$ cat config.mk
export PLATFORM = sky130hd
export DESIGN_NAME = fsm_status_monitor
export DESIGN_NICKNAME = d
export VERILOG_FILES = /design/src/rtl/fsm_status_monitor.sv
export SDC_FILE = /design/constraint.sdc
export NUM_CORES = 1
export LEC_CHECK = 0
export CAP_MARGIN = 5
export CORE_MARGIN = 4
export CORE_UTILIZATION = 40
export DETAILED_ROUTE_END_ITERATION = 8
export GPL_TIMING_DRIVEN = 1
export PLACE_DENSITY = 0.63
export RECOVER_POWER = 25
export SYNTH_ARGS = -nofsm -noshare
export SYNTH_HDL_FRONTEND = slang
export SYNTH_SLANG_ARGS = --single-unit
$ cat constraint.sdc
create_clock -name clk -period 4.8 [get_ports clk]
set_input_delay 0.96 -clock clk [delete_from_list [all_inputs] [get_ports clk]]
set_output_delay 0.96 -clock clk [all_outputs]
set_load 0.005 [all_outputs]
$ cat src/rtl/fsm_status_monitor.sv
// -----------------------------------------------------------------------------
// fsm_status_monitor
//
// Watches the 8-bit status code bus of a neighbouring sequence FSM
// (IDLE=0x00, COUNT=0x0A, WAIT=0x05, DONE=0x0F). The bus is deglitched, the
// accepted codes are tracked against the legal order
// IDLE -> COUNT -> WAIT -> DONE -> IDLE, and sticky flags report unknown
// codes, out-of-order codes and states that dwell too long. Completed
// sequences and the length of the last COUNT phase are reported.
//
// Parameters
//   STABLE_CYCLES  identical consecutive samples needed to accept a code (1..15)
//   TIMEOUT        cycles allowed in a non-IDLE tracked state without a change
//
// Ports
//   clk        in   1  clock, rising edge
//   rst_n      in   1  asynchronous active-low reset
//   status_in  in   8  observed status code bus
//   err_clear  in   1  pulse; clears err_code, err_order and timeout
//   state_o    out  3  tracked state (0 idle, 1 count, 2 wait, 3 done, 4 err)
//   seq_done   out  1  one-cycle pulse on a legal DONE->IDLE
//   seq_count  out  8  completed sequences, wrapping
//   count_len  out  8  cycles in COUNT during the last sequence, saturating
//   err_code   out  1  sticky: accepted code outside the legal set
//   err_order  out  1  sticky: legal code accepted out of order
//   timeout    out  1  sticky: dwell limit reached
//
// State table
//   state    | meaning
//   ST_IDLE  | sequence idle, waiting for COUNT code
//   ST_COUNT | COUNT phase, measuring its length
//   ST_WAIT  | WAIT phase, expecting DONE code
//   ST_DONE  | DONE phase, expecting return to IDLE
//   ST_ERR   | protocol error seen; only code 0x00 leaves
// -----------------------------------------------------------------------------
module fsm_status_monitor #(
    parameter int unsigned STABLE_CYCLES = 2,
    parameter logic [23:0] TIMEOUT       = 24'd10_000_000
) (
    input  logic       clk,
    input  logic       rst_n,
    input  logic [7:0] status_in,
    input  logic       err_clear,
    output logic [2:0] state_o,
    output logic       seq_done,
    output logic [7:0] seq_count,
    output logic [7:0] count_len,
    output logic       err_code,
    output logic       err_order,
    output logic       timeout
);

    localparam logic [7:0] CODE_IDLE  = 8'h00;
    localparam logic [7:0] CODE_COUNT = 8'h0A;
    localparam logic [7:0] CODE_WAIT  = 8'h05;
    localparam logic [7:0] CODE_DONE  = 8'h0F;

    localparam logic [3:0] STAB_MAX = 4'(STABLE_CYCLES);

    typedef enum logic [2:0] {
        ST_IDLE  = 3'd0,
        ST_COUNT = 3'd1,
        ST_WAIT  = 3'd2,
        ST_DONE  = 3'd3,
        ST_ERR   = 3'd4
    } state_t;

    state_t      state_q;
    state_t      state_d;
    state_t      next_state;
    logic [7:0]  last_q;
    logic [3:0]  stab_q;
    logic [3:0]  stab_d;
    logic        same;
    logic        accept;
    logic [7:0]  own_code;
    logic [7:0]  next_code;
    logic        is_legal;
    logic        set_code;
    logic        set_order;
    logic        done_d;
    logic [7:0]  cnt_q;
    logic [7:0]  cnt_inc;
    logic [23:0] dwell_q;
    logic        dwell_clr;
    logic        tmo_hit;

    // Deglitch: a code is accepted only on the edge its run length reaches
    // STAB_MAX; once saturated, further identical samples do not re-accept.
    always_comb begin
        same   = (status_in == last_q);
        stab_d = 4'd1;
        accept = 1'b0;
        if (same) begin
            stab_d = (stab_q == STAB_MAX) ? stab_q : stab_q + 4'd1;
            accept = (stab_q == STAB_MAX - 4'd1);
        end else begin
            accept = (STAB_MAX == 4'd1);
        end
    end

    always_comb begin
        own_code   = CODE_IDLE;
        next_code  = CODE_COUNT;
        next_state = ST_COUNT;
        case (state_q)
            ST_IDLE: begin
                own_code   = CODE_IDLE;
                next_code  = CODE_COUNT;
                next_state = ST_COUNT;
            end
            ST_COUNT: begin
                own_code   = CODE_COUNT;
                next_code  = CODE_WAIT;
                next_state = ST_WAIT;
            end
            ST_WAIT: begin
                own_code   = CODE_WAIT;
                next_code  = CODE_DONE;
                next_state = ST_DONE;
            end
            ST_DONE: begin
                own_code   = CODE_DONE;
                next_code  = CODE_IDLE;
                next_state = ST_IDLE;
            end
            default: begin
                own_code   = CODE_IDLE;
                next_code  = CODE_COUNT;
                next_state = ST_COUNT;
            end
        endcase
    end

    assign is_legal = (status_in == CODE_IDLE) || (status_in == CODE_COUNT) ||
                      (status_in == CODE_WAIT) || (status_in == CODE_DONE);

    always_comb begin
        state_d   = state_q;
        set_code  = 1'b0;
        set_order = 1'b0;
        done_d    = 1'b0;
        if (accept) begin
            if (state_q == ST_ERR) begin
                if (status_in == CODE_IDLE) begin
                    state_d = ST_IDLE;
                end
            end else if (!is_legal) begin
                state_d  = ST_ERR;
                set_code = 1'b1;
            end else if (status_in == next_code) begin
                state_d = next_state;
                done_d  = (state_q == ST_DONE);
            end else if (status_in != own_code) begin
                state_d   = ST_ERR;
                set_order = 1'b1;
            end
        end
    end

    assign cnt_inc = (cnt_q == 8'hFF) ? cnt_q : cnt_q + 8'd1;

    // Dwell timer is a down-counter reloaded with TIMEOUT; the terminal count
    // fires on the edge it steps from 1 to 0 and then it parks at 0.
    assign dwell_clr = (state_q == ST_IDLE) || (state_d != state_q);
    assign tmo_hit   = !dwell_clr && (dwell_q == 24'd1);

    always_ff @(posedge clk or negedge rst_n) begin
        if (!rst_n) begin
            state_q   <= ST_IDLE;
            last_q    <= 8'h00;
            stab_q    <= 4'd0;
            cnt_q     <= 8'd0;
            dwell_q   <= TIMEOUT;
            state_o   <= 3'd0;
            seq_done  <= 1'b0;
            seq_count <= 8'd0;
            count_len <= 8'd0;
            err_code  <= 1'b0;
            err_order <= 1'b0;
            timeout   <= 1'b0;
        end else begin
            last_q  <= status_in;
            stab_q  <= stab_d;
            state_q <= state_d;
            state_o <= state_d;

            if (state_q == ST_COUNT) begin
                cnt_q <= cnt_inc;
            end
            if ((state_d == ST_COUNT) && (state_q != ST_COUNT)) begin
                cnt_q <= 8'd0;
            end
            // The exit edge itself is a COUNT cycle, hence the incremented copy.
            if ((state_q == ST_COUNT) && (state_d == ST_WAIT)) begin
                count_len <= cnt_inc;
            end

            if (dwell_clr) begin
                dwell_q <= TIMEOUT;
            end else if (dwell_q != 24'd0) begin
                dwell_q <= dwell_q - 24'd1;
            end

            seq_done  <= done_d;
            seq_count <= seq_count + 8'(done_d);

            // Setting a flag takes priority over a coincident clear.
            err_code  <= set_code  | (err_code  & ~err_clear);
            err_order <= set_order | (err_order & ~err_clear);
            timeout   <= tmo_hit   | (timeout   & ~err_clear);
        end
    end

endmodule

Word-level counts from Yosys, hierarchy flattened
Index checks and enable logic that the tools add are counted.
- bits in registers: 67
- latch bits: 0
- RAM bits: 0
- memory bits (read-only): 0
- input port bits: 11
- output and inout port bits: 23
- logic and storage cells: 83
- memories kept: 0
- add/sub/neg operators: 4
- multipliers: 0
- divide/modulo/power cells: 0
- order comparisons: 0
- equal/unequal tests: 19
- shift operators: 0
- muxes and demuxes: 29
- bitwise operators: 7
- reduce and logical (&&, ||, !) cells: 13
- operators with widths (kind ; count):
    $mux 24 ; 2
    $eq 24x1->1 const B ; 1
    $mux 8 ; 3
    $pmux 4 s3 ; 2
    $reduce_bool 24->1 ; 1
    $sub 24x1->24 const B ; 1
    $mux 3 ; 6
    $eq 8x4->1 const B ; 2
    $eq 8x8->1 ; 2
    $mux 1 ; 13
    $eq 3x2->1 const B ; 3
    $add 8x1->8 ; 1
    $add 8x1->8 const B ; 1
    $eq 8x3->1 const B ; 1
    $eq 8x8->1 const B ; 1
    $logic_not 8->1 ; 1
    $mux 4 ; 2
    $ne 8x8->1 ; 1
    $eq 3x1->1 const B ; 2
    $pmux 2 s3 ; 1
    $add 4x1->4 const B ; 1
    $eq 4x1->1 const B ; 1
    $eq 4x2->1 const B ; 1
    $logic_or 1x1->1 ; 4
    other kinds (11) ; 18

Longest topological paths before layout
Gate-level depths: netlist (run 1).
- depth in word-level cells: 13
- mapped depth: 11
- depth with buffers taken out: 11

Worst setup path after synthesis (run 1)
OpenSTA, ideal clock, no wires.
- path type: in2reg
- from: input port status_in[5]
- to: register dwell_q[20]
- library setup time: 0.088 ns
- arrival time: 3.166 ns
- required time: 4.712 ns
- slack: 1.546 ns
- stages on the path: 7
- path buffers: 1
- path through: or4_4 > or4_4 > or3_1 > nand3_1 > a31oi_2 > buf_6 > or3_1
- word-level cells in the longest chain between the ends: 10
- elaborated cells between the ends (all ways): 21
- those cells by class: eq/ne (7); mux (8); reduce/logical (6)
- ends and longest elaborated chain (item ; RTL line ; RTL):
    from (decl) ; 42 ; input logic [7:0] status_in,
    $eq 8x4->1 / $logic_not 8->1 (equally long branches) ; 135, 145 ;
    $logic_or 1x1->1 (2 in a row) ; 135 ; assign is_legal = (status_in == CODE_IDLE) || (status_in == CODE_COUNT) ||
    $logic_or 1x1->1 ; 136 ; (status_in == CODE_WAIT) || (status_in == CODE_DONE);
    $mux 3 ; 148 ; end else if (!is_legal) begin
    $mux 3 ; 144 ; if (state_q == ST_ERR) begin
    $mux 3 (*) ; 143 ; if (accept) begin
    $ne 3x3->1 (*) ; 165 ; assign dwell_clr = (state_q == ST_IDLE) || (state_d != state_q);
    $logic_or 1x1->1 (*) ; 165 ;
    $mux 24 / $reduce_bool 2->1 (equally long branches) ; n/a ;
    to (signal assigned) ; 202 ; dwell_q <= dwell_q - 24'd1;
    to (decl) ; 84 ; logic [23:0] dwell_q;
Every way passes the cells marked *; elsewhere a longest branch is shown, timed or not.
A chain may end at the register's enable or synchronous reset.

Worst setup path in the final report (run 1)
- from: input port status_in[5]
- to: register dwell_q[23]
The elaborated chain is that of the path after synthesis.

==> results by group, run 1 <==
Run status
  • Status: finished clean

Power
  • Combinational group share of total power: a little over an eighth
  • Power, Total: roughly 1.3 mW
  • Peak ir drop on the vdd network: about 0.17 mV
  • Total net switching power: ~0.36 mW
  • Pwr Density: about 320 mW/mm^2
  • Sw Share: 26.58%
  • LEAKAGE: around 1.7 nW
  • Cell internal pwr: about 1 mW
  • Clock network power share: between 30% and 40%
  • Sequential fraction of design power: roughly half

Placement
  • Post-Place Setup Slack: 606.7 ps
  • Dpl hpwl: between 5 and 6 mm
  • Post-Place Cells: around 490
  • IO buf count: 33
  • Final weighted congestion of routability-driven global placement: between 0.9 and 1

Critical path
  • Setup slack, reg-to-reg: between 1500 and 2000 ps
  • Cell chain of the critical path: dlygate4sd3_1 > or4_4 > or4_4 > or3_1 > nand3_1 > a31oi_2 > buf_4 > a2111o_1
  • Worst Setup Start Kind: input pin
  • Launching point of the worst reg2reg path: dwell_q[4]
  • CP Max Fanout: 20
  • Launching element of the worst setup path: status_in[5]
  • Depth of the worst register-to-register path: 7
  • Number of buffers and inverters on the critical path: 2
  • Setup crit end: dwell_q[23]
  • Endpoint kind of the worst setup timing path: register
  • Critical Path Max Stage Delay: around 600 ps
  • Data arrival time at the worst-slack endpoint: roughly 4200 ps
  • Most prevalent standard cell on the critical path: sky130_fd_sc_hd__or4_4
  • CP Data Required Time: ~5100 ps
  • Largest delay share family, worst path: simple AND/OR/NAND/NOR gates
  • Crit path depth: 8
  • Reg2reg end: dwell_q[19]
  • Master of the slowest instance on the critical path: sky130_fd_sc_hd__dlygate4sd3_1
  • Type of the setup path with the least slack: input pin to register

Global route
  • Via count of the first global-routing pass: 2,678
  • Overall Global Routing Usage: about 15%
  • Global route overflow: 0
  • Number of antenna violations at the first check in global routing: 0
  • First-pass GRT wire length: around 13 mm
  • Largest net degree at the start of global routing: 54

Clocking
  • TritonCTS clock tree: yes
  • CTS hold repair buffers: 0
  • Number of buffers on the longest clock path: 2
  • Sinks on the clock net: between 60 and 70
  • Clock root cell: sky130_fd_sc_hd__clkbuf_8
  • H-tree level count: 3
  • Cells resized by post-CTS repair: 0
  • CTS Buf Count: 9
  • Buffer count from post-CTS setup fixing: 0
  • Clock input transition at the sequential cells of the worst setup and hold paths: 70 ps
  • Clk Latency, worst-skew pair: roughly 340 ps

Hold path
  • Worst hold-check path type: register to register
  • Depth of the worst hold-timing path: 1

STA
  • Setup WS post-layout: about 850 ps
  • Setup repair after global routing missed its margin: false
  • Slew HR: approximately 25%
  • Maximum clock rate: between 0.2 and 0.3 GHz
  • Number of max-slew violations in the final report: 0
  • Final setup violation count: 0
  • Min Tclk post-route: slightly below 4000 ps
  • Setup TNS: 0 ps
  • Worst-Margin Slew: around 1100 ps
  • Share of the clock period used by the worst path after layout: 82.27%
  • Worst Clk Skew: ~3.6 ps
  • Hold violation count in the final report: 0

Logic synthesis
  • Mapped Avg Cell Area: 10.05 sq um
  • Largest cells by area after synthesis: sky130_fd_sc_hd__dfrtp_1, sky130_fd_sc_hd__xor2_1, sky130_fd_sc_hd__dfstp_2
  • Proportion of synthesized flip-flops having asynchronous set or reset: 100.0%
  • Number of nets produced by synthesis: roughly 380
  • Number of instances in the synthesized netlist: 362
  • Mapped Area: 0.003638 sq mm
  • Sequential area share after synthesis: 46.35%
  • Number of flip-flops and latches in the synthesized netlist: 67
  • Top-area cell type share of the netlist area: around two fifths
  • Number of warnings printed during yosys synthesis: 0
  • Leading area contributor after synthesis: sky130_fd_sc_hd__dfrtp_1
  • Most instantiated library cell after synthesis: sky130_fd_sc_hd__dfrtp_1
  • Count of different cell masters after synthesis: 56
  • Most common flop cell mapped by yosys: sky130_fd_sc_hd__dfrtp_1
  • List of most frequent post-synthesis cells: sky130_fd_sc_hd__dfrtp_1, sky130_fd_sc_hd__nor3_1, sky130_fd_sc_hd__xor2_1
  • Post-synth EDFFs: 0

Floorplan
  • Total core area: between 0.008 and 0.009 sq mm
  • DIE AREA: ~0.011 sq mm
  • Die width: around 100 um
  • Height of the chip: roughly 100 um
  • # rows: 34
  • Initial core utilization: around two fifths
  • Top-Level Pins: 34

Layout
  • Number of standard cells in the layout, taps in and fillers out: around 500
  • # fillers: 828
  • Post-layout util: between 40% and 50%
  • Count of antenna diodes in the layout: 0
  • Area Growth Syn to Fin: 16.61%
  • Number of nets in the layout: 415
  • Sequential cell area: approximately 0.0017 sq mm
  • Multi-input gate area in the final layout: roughly 0.0018 sq mm
  • Layout cell share with drive strength beyond 1: between 10% and 20%

Drt
  • Routed via count: ~2,800
  • Wire length per cell: between 10 and 15 um
  • DRT Wirelength: 7.273 mm
  • DRC: 0
  • Initial detailed-routing violation count: 99
  • Antenna violation net count after detailed routing: 0
  • Drt pass-1 iters: 4
  • Routed vias/inst: about 5.4

Flow run
  • Max Cap Viol: 0
[per-layer routing]
layer	vias to the layer above	part of all wire [%]	track usage (%)
met5	-	0	0
met4	0	1.7	6.873
met3	14	3.9	3.957
met2	53	46	22.01
met1	1313	48	20.27
li1	1370	-	-
[logic make-up (layout without fill, tap and decap cells)]
| kind of cell | count (synthesis) | in the layout | synth area share, % |
|---|---|---|---|
| buffers and inverters | 25 | 64 | 3.920 |
| AOI/OAI and AO/OA | 52 | 52 | 9.526 |
| adders and majority gates | 8 | 8 | 2.751 |
| xor gates and xnor gates | 46 | 46 | 11.07 |
| muxes | 10 | 10 | 2.889 |
| and+or+nand+nor | 154 | 154 | 23.49 |
| DFF | 67 | 67 | 46.35 |
[cells in the final DEF, fill, tap and decap left out, types with 13 or more instances in the layout]
cell,n
sky130_fd_sc_hd__a21oi_1,13
sky130_fd_sc_hd__clkdlybuf4s50_1,24
sky130_fd_sc_hd__dfrtp_1,59
sky130_fd_sc_hd__nand2_1,24
sky130_fd_sc_hd__nand3_1,13
sky130_fd_sc_hd__nor2_1,20
sky130_fd_sc_hd__nor3_1,27
sky130_fd_sc_hd__o21ai_0,15
sky130_fd_sc_hd__xnor2_1,19
sky130_fd_sc_hd__xor2_1,27
[final cells by class]
cell class / instances / area share (%)
repair buffers: 37 / 8.346
flip-flops and latches: 67 / 39.75
multi-input cells: 270 / 42.64
clock inverters: 7 / 2.182
clock buffers: 9 / 2.919
well taps: 108 / 3.185
inverters: 11 / 0.9732
[sequential cells by signal (all words and copies together) (netlist names)]
name and count:
seq_count 8, stab_q 4, dwell_q 24, err_order 1
cnt_q 8, state_q 3, seq_done 1, err_code 1
last_q 8, timeout 1, count_len 8
[per-stage QoR]
stage	hold slack, ps	instance area, sq um
detailed placement	473.4	4028
floorplan	468.3	3638
global placement	462.8	4028
CTS	482.3	4244
finish	472.2	4243
global route	512.4	4243
[power by group through the flow]
stage,Combinational (mW),Sequential (mW),Clock (mW)
floorplan,0.139,0.657,0
global placement,0.180,0.665,0
detailed placement,0.182,0.666,0
CTS,0.185,0.655,0.531
global route,0.207,0.662,0.560
finish,0.181,0.655,0.512
[worst min-delay path by stage]
| stage | start | end | slack, ps |
|---|---|---|---|
| 6_report | seq_count[7] | seq_count[7] | 470 |
| 5_1_grt | seq_count[7] | seq_count[7] | 510 |
| 4_1_cts | seq_count[7] | seq_count[7] | 480 |
| 3_5_place_dp | count_len[0] | count_len[0] | 470 |
| 3_3_place_gp | seq_count[7] | seq_count[7] | 460 |
| 2_1_floorplan | seq_count[7] | seq_count[7] | 470 |
No activity file was read; power rests on OpenSTA's default activity.
==> run 2: changes to the inputs <==
- clock period: 4.8 -> 4.1 ns (I/O delays scaled with it)
==> results by group, run 2 (synthesized netlist as in run 1, its figures left out) <==
Hold path
  • Worst hold-check path type: register to register

Layout
  • Most frequent cells in the layout: sky130_fd_sc_hd__dfrtp_1, sky130_fd_sc_hd__xor2_1, sky130_fd_sc_hd__nor3_1
  • Number of nets in the layout: between 400 and 500
  • Number of standard cells in the layout, taps in and fillers out: just over 500
  • # fillers: a little over 800
  • Layout cell share with drive strength beyond 1: between 10% and 20%
  • Largest register FFs: 24
  • Register containing the most flip-flops in the final layout: dwell_q
  • Area Growth Syn to Fin: 18.81%
  • Commonest non-fill, non-tap cell in the layout: sky130_fd_sc_hd__dfrtp_1
  • Multi-input gate area in the final layout: between 0.0015 and 0.002 sq mm
  • Count of antenna diodes in the layout: 0
  • Sequential cell area: 0.001687 sq mm
  • Layout Cell Area excl Fill: approximately 0.0043 sq mm

STA
  • Share of the clock period used by the worst path after layout: about nine tenths
  • Number of max-slew violations in the final report: 48
  • Final setup violation count: 0
  • Worst-Margin Slew: ~2400 ps
  • Maximum clock rate: 0.2691 GHz
  • Worst Clk Skew: roughly 14 ps
  • Setup WS post-layout: 383.7 ps
  • Slew HR: -62.88%
  • Setup TNS: 0 ps
  • Min Tclk post-route: roughly 3700 ps
  • Final Hold Slack: about 470 ps
  • Hold violation count in the final report: 0
  • Setup repair after global routing missed its margin: false

Power
  • Peak ir drop on the vdd network: 0.1975 mV
  • Pwr Density: ~370 mW/mm^2
  • LEAKAGE: between 1.5 and 2 nW

Placement
  • Post-Place Setup Slack: 141.6 ps
  • Placement Cell Area: approximately 0.0041 sq mm
  • IO buf count: 33
  • Dpl hpwl: 5.335 mm
  • Final weighted congestion of routability-driven global placement: 0.9495
  • Post-Place Cells: 502

Clocking
  • Sinks on the clock net: 67
  • Clock root cell: sky130_fd_sc_hd__clkbuf_8
  • CTS hold repair buffers: 0
  • TritonCTS clock tree: yes
  • Buffer count from post-CTS setup fixing: 0
  • Clock input transition at the sequential cells of the worst setup and hold paths: around 80 ps
  • H-tree level count: 3
  • Number of buffers on the longest clock path: 2
  • Cells resized by post-CTS repair: 0
  • CTS Buf Count: 9
  • Clk Latency, worst-skew pair: between 300 and 400 ps

Critical path
  • Reg2reg end: timeout
  • Endpoint kind of the worst setup timing path: register
  • Depth of the worst register-to-register path: 8
  • CP Data Required Time: between 4000 and 5000 ps
  • Setup crit end: timeout
  • Critical Path Max Stage Delay: 720 ps
  • CP Max Fanout: 18
  • Launching element of the worst setup path: status_in[4]
  • Setup slack, reg-to-reg: roughly 1100 ps
  • Cell chain of the critical path: dlygate4sd3_1 > or4_4 > or3_1 > o21ai_0 > o2111ai_1 > a31oi_2 > buf_4 > o32ai_1
  • Worst Setup Start Kind: input pin
  • Launching point of the worst reg2reg path: state_q[1]
  • Type of the setup path with the least slack: input pin to register
  • Master of the slowest instance on the critical path: sky130_fd_sc_hd__a31oi_2
  • Data arrival time at the worst-slack endpoint: between 3000 and 4000 ps

Floorplan
  • Die width: ~100 um
  • Total core area: just under 0.009 sq mm
  • # rows: 34
  • DIE AREA: around 0.011 sq mm
  • Top-Level Pins: 34
  • Initial core utilization: just over 40%
  • Height of the chip: just over 100 um

Global route
  • Global route overflow: 0
  • Overall Global Routing Usage: approximately 15%
  • Largest net degree at the start of global routing: 48
  • Via count of the first global-routing pass: 2,797
  • First-pass GRT wire length: between 10 and 15 mm
  • Number of antenna violations at the first check in global routing: 0

Drt
  • Drt pass-1 iters: 4
  • Antenna violation net count after detailed routing: 0
  • DRC: 0
  • Routed vias/inst: ~5.4
  • DRT Wirelength: approximately 7.5 mm
  • Wire length per cell: 14.48 um
  • Routed via count: between 2,000 and 3,000
  • Initial detailed-routing violation count: 120

Flow run
  • Max Cap Viol: 1

Run status
  • Status: finished with violations
  • Violations in the final reports: max-capacitance violations, max-slew violations
==> run 2: cell type report <==
type / count / area share [%]
multi-input combinational: 270 / 41.85
sequential: 67 / 39.02
timing repair buffer: 46 / 10.04
tap: 108 / 3.126
clock buffer: 10 / 2.952
clock inverter: 6 / 2.055
inverter: 11 / 0.9551
==> run 2: through the flow <==
step	utilization [%]	total power, mW
after global routing	49.09	1.679
after floorplan	-	0.9321
after CTS	49.10	1.619
after global placement	46.65	0.9919
after detailed placement	46.65	0.9982
final	49.09	1.597
==> run 2: report_power, final <==
group | total [mW] | switching, mW | internal, mW | leakage (nW)
registers | 0.769 | 0.0474 | 0.721 | 0.783
logic | 0.214 | 0.114 | 0.0992 | 0.876
clock network | 0.615 | 0.271 | 0.344 | 0.103
total | 1.60 | 0.433 | 1.16 | 1.76
==> run 2: per-layer routing <==
metal	vias to the layer above	part of all wire (%)	global-route usage, %
met3	15	3.3	3.823
li1	1387	-	-
met5	-	0	0
met4	0	1.7	6.275
met1	1334	46	20.31
met2	53	49	24.17
==> run 2: how the worst min path moves through the flow <==
stage,slack (ps),to,startpoint,depth (start not counted)
after detailed placement,470,seq_count[7],seq_count[7],1
final,470,seq_count[7],seq_count[7],1
after global routing,490,seq_count[7],seq_count[7],1
after CTS,480,seq_count[7],seq_count[7],1
after global placement,460,seq_count[7],seq_count[7],1
after floorplan,470,seq_count[7],seq_count[7],1
==> run 2: critical path, delay by kind of cell <==
kind,cells,cell delay [ps]
compound gates,4,1190
buf+inv,2,900
simple gates,2,1030
